==> src/rtl/mem_port_arbiter.sv <==
// mem_port_arbiter
//
// Shares one unified memory port between the instruction-fetch requester
// (I) and the data-access requester (D) of the microcoded Y86 core. Each
// granted transaction is registered onto the memory port and held as a
// level request until mem_ack arrives. A watchdog aborts a hung
// transaction. mem_err records the abort and stays set until reset.
//
// Ports:
//   clk, reset          rising-edge clock, asynchronous active-high reset
//   i_req, i_addr       fetch request (level) and address
//   i_ready, i_rdata    one-cycle fetch-complete strobe and fetched word
//   d_req, d_we,        data request (level), write enable, address and
//   d_addr, d_wdata     write data
//   d_ready, d_rdata    one-cycle data-complete strobe and read data
//   mem_req, mem_we,    registered memory request, write enable, address
//   mem_addr, mem_wdata and write data
//   mem_rdata, mem_ack  memory read data and single-cycle completion pulse
//   mem_err             sticky watchdog-timeout flag
module mem_port_arbiter #(
  parameter int ADDR_W  = 64,
  parameter int DATA_W  = 64,
  parameter int TIMEOUT = 255
) (
  input  logic              clk,
  input  logic              reset,
  input  logic              i_req,
  input  logic [ADDR_W-1:0] i_addr,
  output logic              i_ready,
  output logic [DATA_W-1:0] i_rdata,
  input  logic              d_req,
  input  logic              d_we,
  input  logic [ADDR_W-1:0] d_addr,
  input  logic [DATA_W-1:0] d_wdata,
  output logic              d_ready,
  output logic [DATA_W-1:0] d_rdata,
  output logic              mem_req,
  output logic              mem_we,
  output logic [ADDR_W-1:0] mem_addr,
  output logic [DATA_W-1:0] mem_wdata,
  input  logic [DATA_W-1:0] mem_rdata,
  input  logic              mem_ack,
  output logic              mem_err
);

  // The watchdog counts 0 .. TIMEOUT-1, so $clog2(TIMEOUT) bits suffice.
  localparam int CNT_W = (TIMEOUT > 1) ? $clog2(TIMEOUT) : 1;
  localparam logic [CNT_W-1:0] WDOG_LAST = CNT_W'(TIMEOUT - 1);

  typedef enum logic [1:0] {
    IDLE   = 2'd0,
    BUSY_I = 2'd1,
    BUSY_D = 2'd2,
    RESP   = 2'd3
  } state_t;

  state_t           state;
  logic             last_d;  // 1 = the most recent grant went to D
  logic [CNT_W-1:0] wdog;

  // Round-robin pick: D wins when it is the only requester, or when both
  // request and I was served last.
  function automatic logic grant_d(input logic ireq, input logic dreq,
                                   input logic last_was_d);
    return dreq && (!ireq || !last_was_d);
  endfunction

  function automatic logic grant_i(input logic ireq, input logic dreq,
                                   input logic last_was_d);
    return ireq && (!dreq || last_was_d);
  endfunction

  always_ff @(posedge clk or posedge reset) begin
    if (reset) begin
      state     <= IDLE;
      last_d    <= 1'b1;  // so I wins the first tie
      wdog      <= '0;
      i_ready   <= 1'b0;
      d_ready   <= 1'b0;
      i_rdata   <= '0;
      d_rdata   <= '0;
      mem_req   <= 1'b0;
      mem_we    <= 1'b0;
      mem_addr  <= '0;
      mem_wdata <= '0;
      mem_err   <= 1'b0;
    end else begin
      // Ready strobes are one-cycle pulses; they are only set on the
      // transition into RESP.
      i_ready <= 1'b0;
      d_ready <= 1'b0;

      case (state)
        IDLE: begin
          wdog <= '0;
          if (grant_i(i_req, d_req, last_d)) begin
            mem_req   <= 1'b1;
            mem_we    <= 1'b0;
            mem_addr  <= i_addr;
            mem_wdata <= '0;
            last_d    <= 1'b0;
            state     <= BUSY_I;
          end else if (grant_d(i_req, d_req, last_d)) begin
            mem_req   <= 1'b1;
            mem_we    <= d_we;
            mem_addr  <= d_addr;
            mem_wdata <= d_wdata;
            last_d    <= 1'b1;
            state     <= BUSY_D;
          end
        end

        BUSY_I, BUSY_D: begin
          if (mem_ack) begin
            mem_req <= 1'b0;
            wdog    <= '0;
            state   <= RESP;
            if (state == BUSY_I) begin
              i_rdata <= mem_rdata;
              i_ready <= 1'b1;
            end else begin
              // Writes leave the last read data untouched.
              if (!mem_we) begin
                d_rdata <= mem_rdata;
              end
              d_ready <= 1'b1;
            end
          end else if (wdog == WDOG_LAST) begin
            // Abort: still strobe ready so the microsequencer cannot hang.
            mem_req <= 1'b0;
            mem_err <= 1'b1;
            wdog    <= '0;
            state   <= RESP;
            if (state == BUSY_I) begin
              i_ready <= 1'b1;
            end else begin
              d_ready <= 1'b1;
            end
          end else begin
            wdog <= wdog + CNT_W'(1);
          end
        end

        // Turnaround cycle: the ready strobe is visible here and requests
        // are not sampled, which gives the losing port its turn next.
        RESP: begin
          state <= IDLE;
        end

        default: begin
          state   <= IDLE;
          mem_req <= 1'b0;
        end
      endcase
    end
  end

endmodule

==> config.mk <==
export PLATFORM = sky130hd
export DESIGN_NAME = mem_port_arbiter
export DESIGN_NICKNAME = d
export VERILOG_FILES = /design/src/rtl/mem_port_arbiter.sv
export SDC_FILE = /design/constraint.sdc
export NUM_CORES = 1
export LEC_CHECK = 0
export CAP_MARGIN = 20
export CORE_AREA = 4 4 199 201
export CTS_BUF_LIST = sky130_fd_sc_hd__clkbuf_16
export DETAILED_ROUTE_END_ITERATION = 7
export DIE_AREA = 0 0 203 205
export GPL_TIMING_DRIVEN = 1
export PLACE_DENSITY = 0.6
export SLEW_MARGIN = 30
export SYNTH_ARGS = -nofsm -noshare
export SYNTH_HDL_FRONTEND = slang
export SYNTH_SLANG_ARGS = --single-unit
==> constraint.sdc <==
create_clock -name clk -period 13.5 [get_ports clk]
set_input_delay 3.375 -clock clk [delete_from_list [all_inputs] [get_ports clk]]
set_output_delay 3.375 -clock clk [all_outputs]
set_load 0.005 [all_outputs]
==> impl_metrics.ini, run 1 <==
[sta]
slew_viol_final = 0
fmaxAchievable_mhz = 172
worst_slew_pin_slew_ns = 0.953
post-route-min-period_ns = 5.82
worst_hold_slack_ns = 0.476
setup_tns_ns = 0
hold_viol = 0
rsz0062_at_grt = no
finClkSkew_ns = 0.0154
maxSlewHeadroom = 0.365
period_share = 0.431
fin_ws_ns = 7.68
finalSetupViolCount = 0

[clocking]
cts_hold_buffers = 0
cts.path.max_buffers = 3
cts.sinks = 272
cts-buffers-inserted = 31
postCtsSetupBuffers = 0
clkSlewWorstSetupHoldPaths_ns = 0.05
cts_tree = built
cts.repair.resized = 0
cts_max_level = 1
clk_latency_ns = 0.56
root_buffer = clkbuf_16

[die]
core_area_um2 = 37600
dieArea_um2 = 41600
die_x_um = 203
start_util = 0.285
rows = 71
ios = 523
die_h_um = 205

[logic_synthesis]
synth_compound_area_frac = 0.0994
ys_ff_latch = 272
synth_enable_flop_cells = 0
synth_fa_ha_area_frac = 0.00583
yosys_warnings = 0
muxShareOfSynthArea = 0.194
synth_top_family_by_area = multiplexers
ys_seq_area_frac = 0.635
synth_cell_types = 36
syn-num-nets = 1049
syn_area_um2 = 10700
synthFlopType = dfrtp_1
synth_area_per_cell_um2 = 13.7
synthXorXnorAreaFrac = 0
synthCells = 782
post_synth_and_or_nand_nor_area_fraction = 0.0390
async_reset_ff_frac = 1.00

[critical_path]
path_class = input port to register
crit_top_cell = buf_4
cpMaxStageDelayCell = o21ai_4
path_cells = clkdlybuf4s50_1 > o21ai_4 > buf_4 > buf_4 > buf_16 > o21ai_0
rr_worst_depth = 7
setup.worst_path.start_class = input port
endpoint_kind = register
cp_data_arrival_time_ns = 6.23
cp.required_ns = 13.92
critPathMaxStageDelay_ns = 0.74
crit_path_max_fanout = 86

[layout]
final_area_um2 = 17600
final_cell_mix = clkdlybuf4s50_1, dfrtp_1, mux2_2
area_delta_synth_final_pct = 63.8
drive_gt1_frac = 0.148
final_common_cell = clkdlybuf4s50_1
finalNetCount = 1566
num_antenna_cells = 0

[placed_design]
pre_cts_slack_ns = 6.86
io_buffers = 522
globalplace.congestion = 0.767
post-dp-hpwl_mm = 25.9
place_area_um2 = 16500

[run_status]
status = finished, final reports clean

[routing]
drc = 0
wirelength_mm = 34.6
dr.pass1.iters = 4
vias_per_cell = 4.40
top_layer = met5
wl_met1_mm = 13.8
met2_length_mm = 16.5
wl_met3_mm = 3.25
drtAntennaViolNets = 0
routedWlPerCell_um = 18.9
dr.first_iter.drc_count = 259
routed-via-count = 8070

[run]
drv_cap = 0

[pwr]
ir_drop_uv = 100
netSwitchingPower_w = 0.00118
total_power_w = 0.00397
netSwitchingFraction = 0.298
clockPowerShare = 0.210
power_frac_comb = 0.432
p_int_w = 0.00278
powerDensity_nw_per_um2 = 226
pwr-share-seq = 0.358
p_leak_nw = 7.59

[global_route]
grt_pass1_wl_mm = 51.8
antenna_found_initial = 1
grtUsageTotal = 0.157
grt_pass1_vias = 8695
grt_max_degree = 126
grt_overflow = 0

[min_path]
hold_class = register to register
whs_path_depth = 2
==> cells in the mapped netlist (all sizes together), types with 4 or more instances <==
library cell  count  area (um^2)
a21oi             9         45.0
a22o             65          569
buf              36          209
clkbuf           14         52.6
dfrtp           271         6780
ha                5         62.6
inv               8         30.0
mux2            128         1440
mux2i            64          641
nand2            75          282
nor2              4         15.0
o21ai            73          365
==> layout make-up <==
| type | instances | area, um^2 |
|---|---|---|
| multi-input cells | 452 | 3680 |
| repair buffers | 534 | 5390 |
| clock inverters | 27 | 244 |
| flip-flops and latches | 272 | 6810 |
| well taps | 511 | 639 |
| inverters | 8 | 37.5 |
| fillers | 3465 | 20000 |
| clock buffers | 31 | 776 |
==> layer usage <==
layer / global-route usage / up-vias
met5: 0 / -
met4: 0.0487 / 2
met3: 0.0551 / 67
met2: 0.266 / 353
met1: 0.189 / 3813
li1: - / 3835
==> state kept, by name, indices dropped and copies added, names as in the netlist <==
name and flops:
d_rdata 64, d_ready 1, i_rdata 64, i_ready 1, last_d 1, mem_addr 64
mem_err 1, mem_req 1, mem_wdata 64, mem_we 1, state 2, wdog 8
==> critical path, delay by kind of cell <==
family,cells,cell delay [ns]
AO/OA/AOI/OAI,2,0.89
buffers and inverters,4,1.86
==> stage by stage <==
stage	utilization	instances
CTS	0.466	1833
global placement	0.438	1773
floorplan	-	782
finish	0.468	1835
global route	0.468	1835
detailed placement	0.439	1775
==> power groups by stage <==
stage	Clock, W	Combinational (W)	Sequential (W)
final	0.000835	0.00171	0.00142
after global routing	0.000902	0.00185	0.00147
after CTS	0.000867	0.00174	0.00142
after detailed placement	0	0.00174	0.00143
after global placement	0	0.00171	0.00142
after floorplan	0	0.000653	0.00144
==> kinds of logic after synthesis <==
| family | count (synthesis) |
|---|---|
| DFF | 272 |
| muxes | 192 |
| AOI/OAI and AO/OA | 158 |
| and+or+nand+nor | 97 |
| buffers and inverters | 58 |
| adders and majority gates | 5 |
==> worst paths after layout <==
| check | slack [ns] | startpoint | end |
|---|---|---|---|
| worst min-delay path | 0.48 | mem_addr[17] | mem_addr[17] |
| max in group asynchronous | 8.19 | reset | mem_wdata[0] |
| worst max register to register | 10.71 | state[0] | mem_addr[22] |
| worst min register to register | 0.48 | mem_addr[17] | mem_addr[17] |
| min in group asynchronous | 3.18 | reset | i_rdata[47] |
| worst max-delay path | 7.68 | i_req | mem_addr[22] |
Power figures use the tool's default switching activity.
==> inputs of run 2 (changes only) <==
Settings changed: CORE_AREA 4 4 199 201 to 4 4 203 205, DIE_AREA 0 0 203 205 to 0 0 207 209.
Clock period 13.5 ns to 5.3 ns, I/O delays scaled along.
==> run 2 against run 1 <==
First-iteration DRC count increased by 26%. Cell count up 0.71%. Critical path type unchanged. Critical endpoint is now mem_addr[59]. Largest power group unchanged. Final area shrank 0.34%. Clock power rose by 130%.
==> impl_metrics.ini, run 2 (synthesis gave the netlist of run 1 again) <==
[layout]
final_common_cell = clkdlybuf4s50_1
area_delta_synth_final_pct = 63.3
finalNetCount = 1568
final_cell_mix = clkdlybuf4s50_1, dfrtp_1, mux2_2
seq_area_um2 = 6810
multiInputGateArea_um2 = 3680
num-fill-cells = 3698
final_util = 0.444
drive_gt1_frac = 0.144
num_antenna_cells = 0
instances_no_fill = 1848

[pwr]
power_frac_comb = 0.442
clockPowerShare = 0.192
powerDensity_nw_per_um2 = 564
p_leak_nw = 7.54
netSwitchingFraction = 0.300
ir_drop_uv = 231
total_power_w = 0.00987
netSwitchingPower_w = 0.00296
p_int_w = 0.00691
pwr-share-seq = 0.366

[placed_design]
post-dp-hpwl_mm = 25.6
placed_cells = 1793
globalplace.congestion = 0.780
io_buffers = 522

[sta]
period_share = 0.553
setup_tns_ns = 0
worst_slew_pin_slew_ns = 0.988
post-route-min-period_ns = 2.93
slew_viol_final = 0
rsz0062_at_grt = no
hold_viol = 0
maxSlewHeadroom = 0.342
finClkSkew_ns = 0.0116
fmaxAchievable_mhz = 341
finalSetupViolCount = 0

[routing]
routed-via-count = 8139
vias_per_cell = 4.40
wirelength_mm = 34.5
drc = 0
dr.first_iter.drc_count = 327
dr.pass1.iters = 4
drtAntennaViolNets = 0
routedWlPerCell_um = 18.7

[clocking]
cts.repair.resized = 0
cts_tree = built
root_buffer = clkbuf_16
cts-buffers-inserted = 30
cts.path.max_buffers = 3
clkSlewWorstSetupHoldPaths_ns = 0.06
cts_hold_buffers = 0
cts.sinks = 272
postCtsSetupBuffers = 0
clk_latency_ns = 0.55
cts_max_level = 1

[die]
start_util = 0.272
die_x_um = 207
dieArea_um2 = 43300
ios = 523
core_area_um2 = 39500
rows = 73
die_h_um = 209

[global_route]
grt_pass1_wl_mm = 52.3
antenna_found_initial = 1
grt_max_degree = 119
grt_pass1_vias = 8513
grt_overflow = 0
grtUsageTotal = 0.150

[critical_path]
setup.worst_path.start_class = input port
critPathMaxStageDelay_ns = 0.62
cp.required_ns = 5.71
path_cells = clkdlybuf4s50_1 > o21ai_4 > buf_4 > o21ai_0
endpoint_kind = register
crit_path_max_fanout = 56
path_class = input port to register
cp_data_arrival_time_ns = 3.34
cpMaxStageDelayCell = buf_4

[run_status]
status = finished, final reports clean

[run]
drv_cap = 0

[min_path]
hold_class = register to register
-- run 2: power by group through the flow --
| stage | logic [W] | registers, W | clock network [W] |
|---|---|---|---|
| global placement | 0.00437 | 0.00362 | 0 |
| detailed placement | 0.00444 | 0.00364 | 0 |
| global route | 0.00470 | 0.00374 | 0.00206 |
| floorplan | 0.00166 | 0.00367 | 0 |
| finish | 0.00436 | 0.00361 | 0.00190 |
| CTS | 0.00444 | 0.00362 | 0.00197 |
-- run 2: routing by layer --
metal / vias to the layer above / track usage / wire [um]
met5: - / 0 / 13
met4: 2 / 0.0422 / 822
met3: 50 / 0.0595 / 3440
met2: 349 / 0.248 / 16500
met1: 3894 / 0.183 / 13700
li1: 3844 / - / -
-- run 2: worst paths after layout --
path,slack [ns],depth (start not counted),startpoint,end
hold / removal,0.48,2,mem_addr[15],mem_addr[15]
setup / recovery,2.37,4,i_req,mem_addr[59]
max in group asynchronous,3.02,4,reset,d_rdata[45]
setup reg to reg,2.70,5,state[0],d_rdata[45]
min in group asynchronous,1.30,3,reset,mem_addr[4]
hold reg to reg,0.48,2,mem_addr[15],mem_addr[15]
-- run 2: cell type report --
class                   instances  share of cell area
multi-input cells             452               0.210
repair buffers                537               0.311
clock inverters                24             0.00793
flip-flops and latches        272               0.389
well taps                     525              0.0375
inverters                       8             0.00193
clock buffers                  30              0.0429
-- run 2: per-stage QoR --
step	hold WS, ns	worst slack [ns]	cell area, um^2
detailed placement	0.470	1.57	16600
CTS	0.482	2.17	17500
global route	0.502	2.20	17500
global placement	0.461	1.65	16600
floorplan	0.468	0.380	10700
finish	0.478	2.37	17500
-- run 2: critical path, delay by kind of cell --
| family | cells | cell delay (ns) |
|---|---|---|
| buffers and inverters | 2 | 1.20 |
| AO/OA/AOI/OAI | 2 | 0.80 |
